[src/rtl/cache_fill_fsm_param_pkg.sv]
// -----------------------------------------------------------------------------
// cache_fill_pkg
// Shared types and width helpers for the parametrised cache fill controller.
//   state_t     : controller state encoding (IDLE / FILL / DRAIN)
//   calc_idx_w  : width of a word index within a block
//   calc_off_w  : width of the byte offset within a block
//   calc_byte_w : width of the byte offset within a word
// -----------------------------------------------------------------------------
package cache_fill_pkg;

    typedef enum logic [1:0] {
        IDLE  = 2'd0,
        FILL  = 2'd1,
        DRAIN = 2'd2
    } state_t;

    function automatic int calc_idx_w(input int words);
        return (words > 1) ? $clog2(words) : 1;
    endfunction

    function automatic int calc_off_w(input int words, input int bytes_per_word);
        return $clog2(words * bytes_per_word);
    endfunction

    function automatic int calc_byte_w(input int bytes_per_word);
        return $clog2(bytes_per_word);
    endfunction

endpackage

[src/rtl/cache_fill_fsm_param_if.sv]
// -----------------------------------------------------------------------------
// cache_fill_fsm_param_if
// Memory request / return bus between the fill controller and memory.
//   memory_read       : request valid (controller -> memory)
//   memory_address    : word address of the request (controller -> memory)
//   memory_ready      : memory accepts the request this cycle (memory -> controller)
//   memory_data       : returned word (memory -> controller / data array)
//   memory_data_valid : returned word valid this cycle (memory -> controller)
// Modports: master = fill controller, slave = memory.
// -----------------------------------------------------------------------------
interface cache_fill_fsm_param_if #(
    parameter int ADDR_W = 16,
    parameter int DATA_W = 16
);
    logic              memory_read;
    logic [ADDR_W-1:0] memory_address;
    logic              memory_ready;
    logic [DATA_W-1:0] memory_data;
    logic              memory_data_valid;

    modport master (
        output memory_read,
        output memory_address,
        input  memory_ready,
        input  memory_data,
        input  memory_data_valid
    );

    modport slave (
        input  memory_read,
        input  memory_address,
        output memory_ready,
        output memory_data,
        output memory_data_valid
    );
endinterface

[src/rtl/cache_fill_fsm_param_counter.sv]
// -----------------------------------------------------------------------------
// fill_word_counter
// Counts words of one block fill and produces the (optionally rotated) word
// index. Used once for the request side and once for the return side.
//   clk, rst  : clock, asynchronous active-high reset
//   start     : begin a new fill; loads start_idx and clears the count
//   inc       : one word handled this cycle
//   start_idx : index of the first word of the fill
//   idx       : current word index, start_idx + count modulo block size
//   count     : words handled so far in this fill
//   last      : current word is the final word of the block
// -----------------------------------------------------------------------------
module fill_word_counter #(
    parameter int WORDS_PER_BLOCK = 8,
    parameter int IDX_W           = 3
) (
    input  logic             clk,
    input  logic             rst,
    input  logic             start,
    input  logic             inc,
    input  logic [IDX_W-1:0] start_idx,
    output logic [IDX_W-1:0] idx,
    output logic [IDX_W:0]   count,
    output logic             last
);

    logic [IDX_W-1:0] first_idx;

    always_ff @(posedge clk or posedge rst) begin
        if (rst) begin
            first_idx <= '0;
            count     <= '0;
        end else if (start) begin
            first_idx <= start_idx;
            count     <= '0;
        end else if (inc) begin
            count <= count + (IDX_W+1)'(1);
        end
    end

    // Block size is a power of two, so truncating the sum gives the wrap.
    assign idx  = first_idx + count[IDX_W-1:0];
    assign last = (count == (IDX_W+1)'(WORDS_PER_BLOCK - 1));

endmodule

[src/rtl/cache_fill_fsm_param.sv]
// -----------------------------------------------------------------------------
// cache_fill_fsm_param
// Cache-miss fill controller: on a miss, requests every word of the block from
// a pipelined memory, writes each returned word into the data array, and
// writes the tag together with the final word.
// Ports:
//   clk, rst          : clock, asynchronous active-high reset
//   miss_detected     : miss from tag logic (sampled in IDLE only)
//   miss_address      : missing address
//   fsm_busy          : fill in progress (pipeline stall)
//   mem               : memory request/return bus (master side)
//   write_data_array  : data-array write enable (same cycle as returned data)
//   fill_word_index   : word slot being written
//   write_tag_array   : tag-array write pulse, with the final data write
//   crit_word_valid   : first data write of a fill (critical-word-first only)
// Optional feature macro: CACHE_FILL_CRITICAL_WORD_FIRST_EN
//   Defined   : fill starts at the missed word and wraps; adds crit_word_valid.
//   Undefined : fill order is always word 0 upward.
// -----------------------------------------------------------------------------
module cache_fill_fsm_param
    import cache_fill_pkg::*;
#(
    parameter int ADDR_W          = 16,
    parameter int DATA_W          = 16,
    parameter int WORDS_PER_BLOCK = 8,
    parameter int BYTES_PER_WORD  = 2
) (
    input  logic                                     clk,
    input  logic                                     rst,
    input  logic                                     miss_detected,
    input  logic [ADDR_W-1:0]                        miss_address,
    output logic                                     fsm_busy,
    cache_fill_fsm_param_if.master                   mem,
    output logic                                     write_data_array,
    output logic [calc_idx_w(WORDS_PER_BLOCK)-1:0]   fill_word_index,
    output logic                                     write_tag_array
`ifdef CACHE_FILL_CRITICAL_WORD_FIRST_EN
    ,
    output logic                                     crit_word_valid
`endif
);

    localparam int IDX_W  = calc_idx_w(WORDS_PER_BLOCK);
    localparam int OFF_W  = calc_off_w(WORDS_PER_BLOCK, BYTES_PER_WORD);
    localparam int BYTE_W = calc_byte_w(BYTES_PER_WORD);
    localparam logic [ADDR_W-1:0] OFF_MASK = ADDR_W'((1 << OFF_W) - 1);

    state_t            state, state_nxt;
    logic [ADDR_W-1:0] base;
    logic              start_fill, accept, rx_word, done;
    logic [IDX_W-1:0]  start_idx, issue_idx, recv_idx;
    logic [IDX_W:0]    issue_count, recv_count;
    logic              issue_last, recv_last;
    logic [DATA_W-1:0] unused_fill_data;
    logic              unused_ok;

    assign start_fill = (state == IDLE) && miss_detected;

`ifdef CACHE_FILL_CRITICAL_WORD_FIRST_EN
    assign start_idx = IDX_W'(miss_address >> BYTE_W);
`else
    assign start_idx = '0;
`endif

    always_ff @(posedge clk or posedge rst) begin
        if (rst) begin
            state <= IDLE;
            base  <= '0;
        end else begin
            state <= state_nxt;
            if (start_fill) begin
                base <= miss_address & ~OFF_MASK;
            end
        end
    end

    fill_word_counter #(.WORDS_PER_BLOCK(WORDS_PER_BLOCK), .IDX_W(IDX_W)) u_issue_cnt (
        .clk       (clk),
        .rst       (rst),
        .start     (start_fill),
        .inc       (accept),
        .start_idx (start_idx),
        .idx       (issue_idx),
        .count     (issue_count),
        .last      (issue_last)
    );

    fill_word_counter #(.WORDS_PER_BLOCK(WORDS_PER_BLOCK), .IDX_W(IDX_W)) u_recv_cnt (
        .clk       (clk),
        .rst       (rst),
        .start     (start_fill),
        .inc       (rx_word),
        .start_idx (start_idx),
        .idx       (recv_idx),
        .count     (recv_count),
        .last      (recv_last)
    );

    always_comb begin
        state_nxt          = state;
        fsm_busy           = 1'b0;
        mem.memory_read    = 1'b0;
        mem.memory_address = '0;
        accept             = 1'b0;
        write_data_array   = 1'b0;
        write_tag_array    = 1'b0;
        fill_word_index    = '0;

        case (state)
            IDLE: begin
                if (miss_detected) state_nxt = FILL;
            end
            FILL: begin
                fsm_busy           = 1'b1;
                mem.memory_read    = 1'b1;
                mem.memory_address = base + (ADDR_W'(issue_idx) << BYTE_W);
                accept             = mem.memory_ready;
                if (accept && issue_last) state_nxt = DRAIN;
            end
            DRAIN: begin
                fsm_busy = 1'b1;
            end
            default: state_nxt = IDLE;
        endcase

        // Returned data is only meaningful during a fill; anything arriving
        // in IDLE (e.g. left over from an aborted fill) is dropped.
        rx_word = mem.memory_data_valid && fsm_busy;
        done    = rx_word && recv_last;
        // A zero-latency memory can finish the block while still in FILL.
        if (done) state_nxt = IDLE;

        write_data_array = rx_word;
        write_tag_array  = done;
        if (fsm_busy) fill_word_index = recv_idx;
    end

    // Data goes straight from the bus into the data array outside this block.
    assign unused_fill_data = mem.memory_data;

`ifdef CACHE_FILL_CRITICAL_WORD_FIRST_EN
    assign crit_word_valid = rx_word && (recv_count == '0);
    assign unused_ok       = ^{issue_count, unused_fill_data};
`else
    assign unused_ok       = ^{issue_count, recv_count, unused_fill_data};
`endif

endmodule

[src/flat_wrapper.sv]
// flat-port wrapper written by rule: the top's interface ports become plain ports
module cache_fill_fsm_param_flat import cache_fill_pkg::*;
#(
    parameter int ADDR_W          = 16,
    parameter int DATA_W          = 16,
    parameter int WORDS_PER_BLOCK = 8,
    parameter int BYTES_PER_WORD  = 2
)
  (clk, rst, miss_detected, miss_address, fsm_busy, write_data_array, fill_word_index, write_tag_array, mem_memory_read, mem_memory_address, mem_memory_ready, mem_memory_data, mem_memory_data_valid);
  cache_fill_fsm_param_if #(.ADDR_W(ADDR_W), .DATA_W(DATA_W)) mem_i ();
  input  logic clk;
  input  logic rst;
  input  logic miss_detected;
  input  logic [ADDR_W-1:0] miss_address;
  output logic fsm_busy;
  output logic write_data_array;
  output logic [calc_idx_w(WORDS_PER_BLOCK)-1:0] fill_word_index;
  output logic write_tag_array;
  output wire logic [$bits(mem_i.memory_read)-1:0] mem_memory_read;
  output wire logic [$bits(mem_i.memory_address)-1:0] mem_memory_address;
  input wire logic [$bits(mem_i.memory_ready)-1:0] mem_memory_ready;
  input wire logic [$bits(mem_i.memory_data)-1:0] mem_memory_data;
  input wire logic [$bits(mem_i.memory_data_valid)-1:0] mem_memory_data_valid;
  assign mem_memory_read = mem_i.memory_read;
  assign mem_memory_address = mem_i.memory_address;
  assign mem_i.memory_ready = mem_memory_ready;
  assign mem_i.memory_data = mem_memory_data;
  assign mem_i.memory_data_valid = mem_memory_data_valid;
  cache_fill_fsm_param #(.ADDR_W(ADDR_W), .DATA_W(DATA_W), .WORDS_PER_BLOCK(WORDS_PER_BLOCK), .BYTES_PER_WORD(BYTES_PER_WORD)) u_core (.clk(clk), .rst(rst), .miss_detected(miss_detected), .miss_address(miss_address), .fsm_busy(fsm_busy), .mem(mem_i), .write_data_array(write_data_array), .fill_word_index(fill_word_index), .write_tag_array(write_tag_array));
endmodule
[config.mk]
export PLATFORM = sky130hd
export DESIGN_NAME = cache_fill_fsm_param_flat
export DESIGN_NICKNAME = d
export VERILOG_FILES = /design/src/rtl/cache_fill_fsm_param_pkg.sv /design/src/rtl/cache_fill_fsm_param_if.sv /design/src/rtl/cache_fill_fsm_param_counter.sv /design/src/rtl/cache_fill_fsm_param.sv /design/src/flat_wrapper.sv
export SDC_FILE = /design/constraint.sdc
export NUM_CORES = 1
export LEC_CHECK = 0
export ABC_AREA = 1
export CORE_AREA = 2 2 62 64
export DETAILED_ROUTE_END_ITERATION = 7
export DIE_AREA = 0 0 64 66
export GPL_TIMING_DRIVEN = 0
export PLACE_DENSITY = 0.8
export REMOVE_ABC_BUFFERS = 1
export SYNTH_ARGS = -nofsm -noshare
export SYNTH_HDL_FRONTEND = slang
export SYNTH_SLANG_ARGS = --single-unit
[constraint.sdc]
create_clock -name clk -period 1.4 [get_ports clk]
set_clock_uncertainty 0.05 [all_clocks]
set_input_delay 0.21 -clock clk [delete_from_list [all_inputs] [get_ports clk]]
set_output_delay 0.21 -clock clk [all_outputs]
set_load 0.05 [all_outputs]
# Yosys cells after proc, flatten, opt, wreduce, memory -nomap -nowiden
# Index checks and enable logic that the tools add are counted.
[word_totals]
regBits = 22
latch_bits = 0
mem_bits_rw = 0
romBits = 0
output_inout_bits = 23
wordCells = 36
memories = 0
[op_classes]
add_sub_neg = 3
n_mul = 0
div_mod_pow = 0
magnitude_cmp = 0
eq_ne = 7
shifts = 0
muxes = 13
bitwise = 0
n_reduce_logical = 9
[op_table]
columns = ["operator", "n"]
rows = [
  ["adder 16 x 4 -> 16 bit", 1],
  ["2-to-1 mux 16 bit", 1],
  ["2-to-1 mux 4 bit", 4],
  ["adder 4 x 1 -> 4 bit (second input constant)", 2],
  ["== test 4 x 3 -> 1 bit (second input constant)", 2],
  ["2-to-1 mux 2 bit", 3],
  ["case mux 2 bit (3 select lines)", 1],
  ["logical AND 1 bit", 4],
  ["nonzero test 2 bit", 2],
  ["2-to-1 mux 1 bit", 3],
  ["2-to-1 mux 3 bit", 1],
  ["inequality test 3 x 2 -> 1 bit (second input constant)", 1],
  ["inequality test 3 bit (second input constant)", 1],
  ["AND reduction 3 bit", 1],
  ["== test 2 x 1 -> 1 bit (second input constant)", 1],
  ["== test 2 bit (second input constant)", 1],
  ["logical NOT 2 bit", 1],
  ["inequality test 2 bit (second input constant)", 1],
  ["OR reduction 2 bit", 1],
]

# Logic depth before layout (Yosys ltp)
# Gate-level depths: netlist of the first run.
[depth]
word_depth = 7
mapped_depth = 8
depth_no_buf = 8

# Modules after synthesis
# From an unflattened synthesis of the first run, not the netlist that was laid out.
[unflattened]
hier_cells = 211
area_unflattened_um2 = 1562.7
[by_module_without_submodules]
columns = ["module", "instances", "cells_per_inst", "area_each_um2", "seq_area_each_um2"]
rows = [
  ["cache_fill_fsm_param", 1, 119, 809.5, 350.3],
  ["fill_word_counter", 2, 46, 376.6, 175.2],
]

# Worst setup path after synthesis of the first run
# OpenSTA, ideal clock, no wires.
[synth_path]
path_kind = "register to output"
startpoint = "reg u_core.state[0]"
endpoint = "out write_tag_array"
t_arrival_ns = 1.809
t_required_ns = 1.140
slack_ns = -0.669
path_stages_with_launch = 7
path_buffers = 0
path_cell_list = "dfrtp_1 -> inv_1 -> ha_1 -> nand2_4 -> inv_4 -> nand3_4 -> inv_1"
[synth_via]
elab_chain_cells = 5
[synth_rtl]
columns = ["item", "line_no", "source"]
rows = [
  ["from (decl)", "cache_fill_fsm_param.sv:48", "state_t state, state_nxt;"],
  ["from (signal assigned)", "cache_fill_fsm_param.sv:70", "state <= state_nxt;"],
  ["== test 2 bit or == test 2 x 1 -> 1 bit (tied branches)", "cache_fill_fsm_param.sv:109", "case (state)"],
  ["OR reduction 2 bit (no line) *", "n/a", ""],
  ["2-to-1 mux 1 bit *", "cache_fill_fsm_param.sv:109", ""],
  ["via fsm_busy", "flat_wrapper.sv:15", "output logic fsm_busy;"],
  ["logical AND 1 bit *", "cache_fill_fsm_param.sv:128", "rx_word = mem.memory_data_valid && fsm_busy;"],
  ["via write_data_array", "flat_wrapper.sv:16", "output logic write_data_array;"],
  ["logical AND 1 bit *", "cache_fill_fsm_param.sv:129", "done = rx_word && recv_last;"],
  ["to (decl)", "flat_wrapper.sv:18", "output logic write_tag_array;"],
]
# Mark *: on every way through the listed nets, which the timed path passes. The rest lies on a longest branch.

# Worst setup path in the final report of the first run
[layout_path]
startpoint = "reg u_core.state[0]"
endpoint = "out mem_memory_address[4]"
[layout_via]
elab_chain_cells = 2
[layout_rtl]
columns = ["item", "line_no", "source"]
rows = [
  ["== test 2 x 1 -> 1 bit", "cache_fill_fsm_param.sv:109", ""],
  ["2-to-1 mux 16 bit", "cache_fill_fsm_param.sv:109", ""],
  ["to (decl)", "flat_wrapper.sv:20", "output wire logic [$bits(mem_i.memory_address)-1:0] mem_memory_address;"],
]
# Every way passes these cells.

==> impl_summary.log, run 1 <==
[metrics] run status: finished with violations
[metrics] violated checks: setup timing
[metrics] depth of the worst register-to-register path: 9
[metrics] most repeated library cell on the critical path: buf_8
[metrics] largest buffer count on any clock path: 2
[metrics] synthesized instance count: roughly 170
[metrics] achievable frequency: around 0.56 GHz
[metrics] H-tree depth: 1
[metrics] final core occ: 0.628
[metrics] CP peak stage delay: between 400 and 500 ps
[metrics] first-pass detailed-route iteration total: 5
[metrics] maximum number of pins on one net before global-route repair: 23
[metrics] Via Count: between 1000 and 1500
[metrics] flop and latch count out of synthesis: 22
[metrics] post-layout worst setup margin: -373 ps
[metrics] number of design-rule violations left by the first detailed-router iteration: 96
[metrics] ordered cell list for the critical path: buf_4 > ha_4 > buf_8 > nand2_4 > inv_2 > buf_8
[metrics] synth cell count leaders: 76 x nand2_1, 33 x inv_1, 22 x dfrtp_1
[metrics] Filler Cell Count: about 290
[metrics] post-layout total power: between 0.004 and 0.005 W
[metrics] mean post-synth cell area: ~7.3 sq um
[metrics] portion of the clock cycle consumed by the worst path in the final layout: 1.27
[metrics] clock tree from TritonCTS: built
[metrics] Required @ worst endpoint: roughly 1100 ps
[metrics] leakage power of the design: between 1 and 1.5 nW
[metrics] dominant cell type by area after synthesis: dfrtp_1
[metrics] global placement routability congestion: just under 0.8
[metrics] std cell rows: 22
[metrics] Layout Area Growth over Synthesis: 75.0%
[metrics] overall track demand over capacity in global routing: 0.153
[metrics] clock sinks: 22
[metrics] min cycle time layout: roughly 1800 ps
[metrics] number of antenna violations at the first check in global routing: 0
[metrics] buffer cell driving the clock tree root: clkbuf_4
[metrics] post-route non-filler standard cell count: between 200 and 300
[metrics] most repeated cell in the gate-level netlist after synthesis: nand2_1
[metrics] total overflow reported by the global router: 0
[metrics] register area: between 500 and 600 sq um
[metrics] setup TNS after final layout: -8130 ps
[metrics] placeable core region: between 3000 and 4000 sq um
[metrics] setup repair after global routing missed its margin: true
[metrics] category of the critical setup timing path: reg2out
[metrics] arrival time at the worst endpoint: ~1500 ps
[metrics] ANT cells: 0
[metrics] number of enable flip-flop cells after synthesis: 0
[metrics] max-cap check violation count: 0
[metrics] count of pins on the block boundary: 60
[metrics] post-CTS clock slew at the launch and capture registers of the worst setup and hold paths: between 100 and 150 ps
[metrics] residual antenna-violating net count after detailed routing: 0
[metrics] drt wl/cell: roughly 12 microns
[metrics] Post-synth ARST share: 1.00
[metrics] DRC errors left: 0
[metrics] Cell Area, Synth: between 1000 and 1500 sq um
[metrics] reg2reg start: u_core.state[0]$_DFFE_PP0P_
[metrics] worst hold-check path type: in2async
[metrics] Seq/Total Area, Yosys: 0.432
[metrics] insertion delay of the later-clocked pin in the worst-skew pair: between 300 and 400 ps
[metrics] crit-path max FO: 6
[metrics] floorplan die width: between 60 and 70 microns
[metrics] leading register cell type out of synthesis: dfrtp_1
[metrics] number of global-route vias before repair: 1201
[metrics] area occupied by multi-input gates: about 730 sq um
[metrics] Worst VDD drop: about 1100 uV
[metrics] R2R Setup Slk: -170 ps
[metrics] y dimension of the die: 66 microns
[metrics] critical path launch point: u_core.state[0]$_DFFE_PP0P_
[metrics] global-route wire length before repair: ~5000 microns
[metrics] RR Endpoint: u_core.u_recv_cnt.count[3]$_DFFE_PP0P_
[metrics] cell with the largest stage delay on the worst path: dfrtp_1
[metrics] top-area cell type share of the netlist area: 0.432
[metrics] CP endpoint kind: output pin
[metrics] Max-Slew Margin vs Limit: 0.447
[metrics] total count of hold-check failures in the final report: 0
[metrics] pwr/cell area: around 2200 nW/um^2
[metrics] Nets: ~280
[metrics] critical path's top delay family: buffers and inverters
[metrics] effective utilization at floorplan: 0.359
[metrics] PortBufs: 38
[metrics] Tightest Pin Transition: approximately 830 ps
[metrics] Synth area leaders: dfrtp_1 43%, nand2_1 22%, inv_1 9.7%, ha_1 5.9%, a21oi_1 2.4%
[metrics] total of endpoints with negative setup slack in the final report: 32
[metrics] Critical path buffers and inverters: 4
[metrics] Netlist cell types: 21
[metrics] vias per cell: 4.56
[metrics] pins over their slew limit: 0
[metrics] detailed-placement wirelength estimate: roughly 1800 microns
[metrics] worst slack on hold paths: approximately 290 ps
[metrics] Setup crit start kind: flop
[metrics] ratio of cells with drive above 1 in the final layout: 0.421
[metrics] area of the die: ~4200 sq um
[metrics] Yosys warning total: 0
[metrics] number of cells after detailed placement: roughly 250
[metrics] clock buffer count from CTS: 3
[metrics] wire length reported by the detailed router: approximately 3400 microns
-- metal layers --
layer / GRT usage / wire (microns)
met2: 0.272 / 1810
met3: 0.0358 / 153
met4: 0.0734 / 68
met5: 0 / 0
met1: 0.172 / 1390
-- state kept, by name, summed over array words and instances, names as in the netlist --
signal,count
u_core.u_recv_cnt.count,4
u_core.base,12
u_core.u_issue_cnt.count,4
u_core.state,2
-- cell type report --
| cell class | instances | area share |
|---|---|---|
| tap | 48 | 0.0270 |
| multi-input combinational | 113 | 0.326 |
| sequential | 22 | 0.247 |
| clock buffer | 3 | 0.0101 |
| clock inverter | 1 | 0.0135 |
| inverter | 34 | 0.0612 |
| timing repair buffer | 62 | 0.315 |
-- per-stage QoR --
step / setup WS (ps) / area [sq um]
final: -373 / 2230
after global routing: -443 / 2230
after CTS: -335 / 1960
after detailed placement: -1040 / 1670
after global placement: -1060 / 1670
after floorplan: -669 / 1230
-- cells by family (layout without fill, tap and decap cells) --
| kind of cell | Yosys count | after routing | share of synthesized area |
|---|---|---|---|
| other | 1 | 1 | 0.00294 |
| and+or+nand+nor | 93 | 94 | 0.319 |
| AOI/OAI and AO/OA | 12 | 12 | 0.0481 |
| buffers and inverters | 40 | 100 | 0.139 |
| DFF | 22 | 22 | 0.432 |
| adders and majority gates | 6 | 6 | 0.0589 |
-- timing repair --
action | CTS | global route
endpoints found under the setup margin | 44 | 43
hold buffers | 0 | 0
setup buffers | 15 | 9
gates cloned | 0 | 2
gates resized for setup | 188 | 49
pin swaps | 4 | 12
-- report_power, final --
| part | switching, W | internal (W) |
|---|---|---|
| registers | 0.000220 | 0.000878 |
| logic | 0.00190 | 0.00147 |
| clock network | 0.000203 | 0.000290 |
| total | 0.00233 | 0.00264 |
-- how the worst max path moves through the flow --
stage                              to  slack, ps  depth (start not counted)
2_1_floorplan         write_tag_array       -670                          6
3_3_place_gp    mem_memory_address[6]      -1060                          5
3_5_place_dp    mem_memory_address[8]      -1040                          5
4_1_cts        mem_memory_address[13]       -340                          6
5_1_grt               write_tag_array       -440                          7
6_report        mem_memory_address[4]       -370                          6
-- cell usage in the layout (no fill, tap or decap), types with 6 or more instances in the layout --
cell             Yosys  routed
buf_4                3      16
buf_6                0      13
nand2_4              2       8
inv_1               33      17
buf_8                0      14
nor2_1               6       6
nand2_2              0       8
clkdlybuf4s50_1      0      16
nand2_1             76      61
inv_2                0      14
dfrtp_1             22      22
-- worst reg2reg max path, stage by stage, from the launching register on --
cell and delay (ps):
dfrtp_1 420, inv_2 70, ha_4 300, nand2_4 60, buf_4 130, buf_6 120, nor3_4 160, nand2_1 70
nand2_1 60, nor2_1 40
(Power assumes the default switching activity.)
==> inputs of run 2 (changes only) <==
CORE_AREA = 3 3 63 65   (was 2 2 62 64)
DIE_AREA = 0 0 66 68   (was 0 0 64 66)
==> run 2 against run 1 <==
Against the previous run:
- sequential power decreased by 5%
- sequential share of layout area increased by 1.6 points
- non-clock buffer count increased by 4
- setup slack improved by 15 ps
- critical path type unchanged
- the run still ends with setup timing left
- largest cell class is now buffers
- via count decreased by 1.4%
- hold slack improved by 26 ps
==> impl_summary.log, run 2 (synthesis results as in run 1) <==
[metrics] number of antenna violations at the first check in global routing: 0
[metrics] clock tree from TritonCTS: built
[metrics] area of the die: approximately 4500 sq um
[metrics] floorplan die width: approximately 66 microns
[metrics] number of design-rule violations left by the first detailed-router iteration: 62
[metrics] detailed-placement wirelength estimate: approximately 1900 microns
[metrics] switching power: 0.00212 W
[metrics] Via Count: approximately 1300
[metrics] arrival time at the worst endpoint: about 1500 ps
[metrics] Worst VDD drop: ~1100 uV
[metrics] most repeated library cell on the critical path: inv_2
[metrics] switching power as a share of total power: 0.464
[metrics] ordered cell list for the critical path: inv_2 > ha_4 > nand2_4 > inv_4 > nand3_4 > inv_2 > buf_8
[metrics] setup repair after global routing missed its margin: true
[metrics] commonest non-fill, non-tap cell in the layout: nand2_1
[metrics] largest buffer count on any clock path: 2
[metrics] critical path launch point: u_core.state[0]$_DFFE_PP0P_
[metrics] reg2reg start: u_core.state[0]$_DFFE_PP0P_
[metrics] Nets: ~280
[metrics] residual antenna-violating net count after detailed routing: 0
[metrics] post-detailed-placement cell area: about 1700 sq um
[metrics] depth of the worst register-to-register path: 8
[metrics] Required @ worst endpoint: ~1100 ps
[metrics] PortBufs: 38
[metrics] leakage power of the design: about 1.2 nW
[metrics] Tightest Pin Transition: roughly 840 ps
[metrics] CP endpoint kind: output pin
[metrics] RR Endpoint: u_core.state[1]$_DFFE_PP0P_
[metrics] worst hold-check path type: in2async
[metrics] commonest cells after routing, fill and taps aside: 71 x nand2_1, 27 x inv_1, 22 x buf_6, 22 x buf_4, 22 x dfrtp_1
[metrics] clock share of power: 0.104
[metrics] maximum number of pins on one net before global-route repair: 23
[metrics] Layout Area Growth over Synthesis: 64.3%
[metrics] min cycle time layout: between 1500 and 2000 ps
[metrics] wire length reported by the detailed router: 3450 microns
[metrics] achievable frequency: 0.569 GHz
[metrics] clock sinks: 22
[metrics] overall track demand over capacity in global routing: 0.156
[metrics] DRC errors left: 0
[metrics] first-pass detailed-route iteration total: 4
[metrics] final core occ: 0.618
[metrics] effective utilization at floorplan: 0.376
[metrics] global placement routability congestion: just under 0.8
[metrics] crit-path max FO: 4
[metrics] pins over their slew limit: 0
[metrics] Internal: around 0.0024 W
[metrics] ANT cells: 0
[metrics] global-route wire length before repair: approximately 5300 microns
[metrics] worst slack on hold paths: approximately 310 ps
[metrics] total overflow reported by the global router: 0
[metrics] cell with the largest stage delay on the worst path: dfrtp_1
[metrics] R2R Setup Slk: -290 ps
[metrics] insertion delay of the later-clocked pin in the worst-skew pair: 300 ps
[metrics] y dimension of the die: around 68 microns
[metrics] number of global-route vias before repair: between 1000 and 1500
[metrics] number of flip-flops under the largest register name: 12
[metrics] clock buffer count from CTS: 3
[metrics] vias per cell: ~4.5
[metrics] part of the total power dissipated in combinational logic: 0.667
[metrics] Max-Slew Margin vs Limit: 0.441
[metrics] setup TNS after final layout: -8920 ps
[metrics] violated checks: setup timing
[metrics] run status: finished with violations
[metrics] ratio of cells with drive above 1 in the final layout: 0.331
[metrics] Sequential Power Share: 0.228
[metrics] post-route design area: roughly 2100 sq um
[metrics] placeable core region: ~3400 sq um
[metrics] drt wl/cell: approximately 12 microns
[metrics] register ranked first by flip-flop count: u_core.base
[metrics] critical path endpoint: write_tag_array
[metrics] max-cap check violation count: 0
[metrics] post-CTS clock slew at the launch and capture registers of the worst setup and hold paths: ~130 ps
[metrics] pwr/cell area: between 2000 and 2500 nW/um^2
[metrics] category of the critical setup timing path: reg2out
[metrics] hold buffers post-CTS: 0
[metrics] registers with the most flip-flops: u_core.base x12, u_core.u_issue_cnt.count x4, u_core.u_recv_cnt.count x4
[metrics] total of endpoints with negative setup slack in the final report: 32
[metrics] H-tree depth: 1
[metrics] std cell rows: 21
[metrics] count of pins on the block boundary: 60
[metrics] CP peak stage delay: around 420 ps
[metrics] portion of the clock cycle consumed by the worst path in the final layout: 1.26
[metrics] post-layout worst setup margin: -358 ps
[metrics] Setup crit start kind: flop
[metrics] total count of hold-check failures in the final report: 0
[metrics] buffer cell driving the clock tree root: clkbuf_4
==> run 2: worst min path at each step <==
stage	from	endpoint	slack, ps
after global routing	miss_address[13]	u_core.base[13]$_DFFE_PP0P_	370
after detailed placement	u_core.base[12]$_DFFE_PP0P_	u_core.base[12]$_DFFE_PP0P_	420
after CTS	rst	u_core.u_issue_cnt.count[2]$_DFFE_PP0P_	350
final	rst	u_core.u_issue_cnt.count[2]$_DFFE_PP0P_	310
after floorplan	rst	u_core.base[10]$_DFFE_PP0P_	150
after global placement	u_core.base[5]$_DFFE_PP0P_	u_core.base[5]$_DFFE_PP0P_	410
==> run 2: area by class of cell <==
class | instances | area, sq um
clock inverter | 1 | 30.0
clock buffer | 3 | 22.5
multi-input combinational | 113 | 631
fill | 279 | 1300
tap | 46 | 57.6
inverter | 34 | 134
sequential | 22 | 551
timing repair buffer | 66 | 668
==> run 2: metal layers <==
metal	track usage	vias up	part of all wire
li1	-	642	-
met1	0.187	584	0.40
met2	0.287	43	0.51
met3	0.0328	4	0.079
met4	0.0330	0	0.0061
met5	0	-	0
==> run 2: per-stage QoR <==
step / setup WS, ps / total power (W) / instances
floorplan: -669 / 0.00252 / 168
global placement: -1010 / 0.00315 / 252
detailed placement: -1020 / 0.00319 / 252
CTS: -343 / 0.00433 / 276
global route: -425 / 0.00486 / 285
finish: -358 / 0.00457 / 285
==> run 2: repair_timing <==
item,CTS,global route
resized for setup,184,11
endpoints found under the setup margin,44,42
pin swaps,10,5
buffers inserted,19,10
cloned,1,1
==> run 2: worst max-delay path, delay by kind of cell, from the launching register on <==
family | cells | cell delay (ps)
fa+ha+maj | 1 | 300
flops | 1 | 420
buf+inv | 4 | 350
simple gates | 2 | 130
==> run 2: power groups by stage <==
stage          combinational (W)  sequential [W]  clock, W
2_1_floorplan            0.00152         0.00100         0
3_3_place_gp             0.00211         0.00103         0
3_5_place_dp             0.00215         0.00104         0
4_1_cts                  0.00280         0.00104  0.000491
5_1_grt                  0.00327         0.00107  0.000522
6_report                 0.00305         0.00104  0.000477
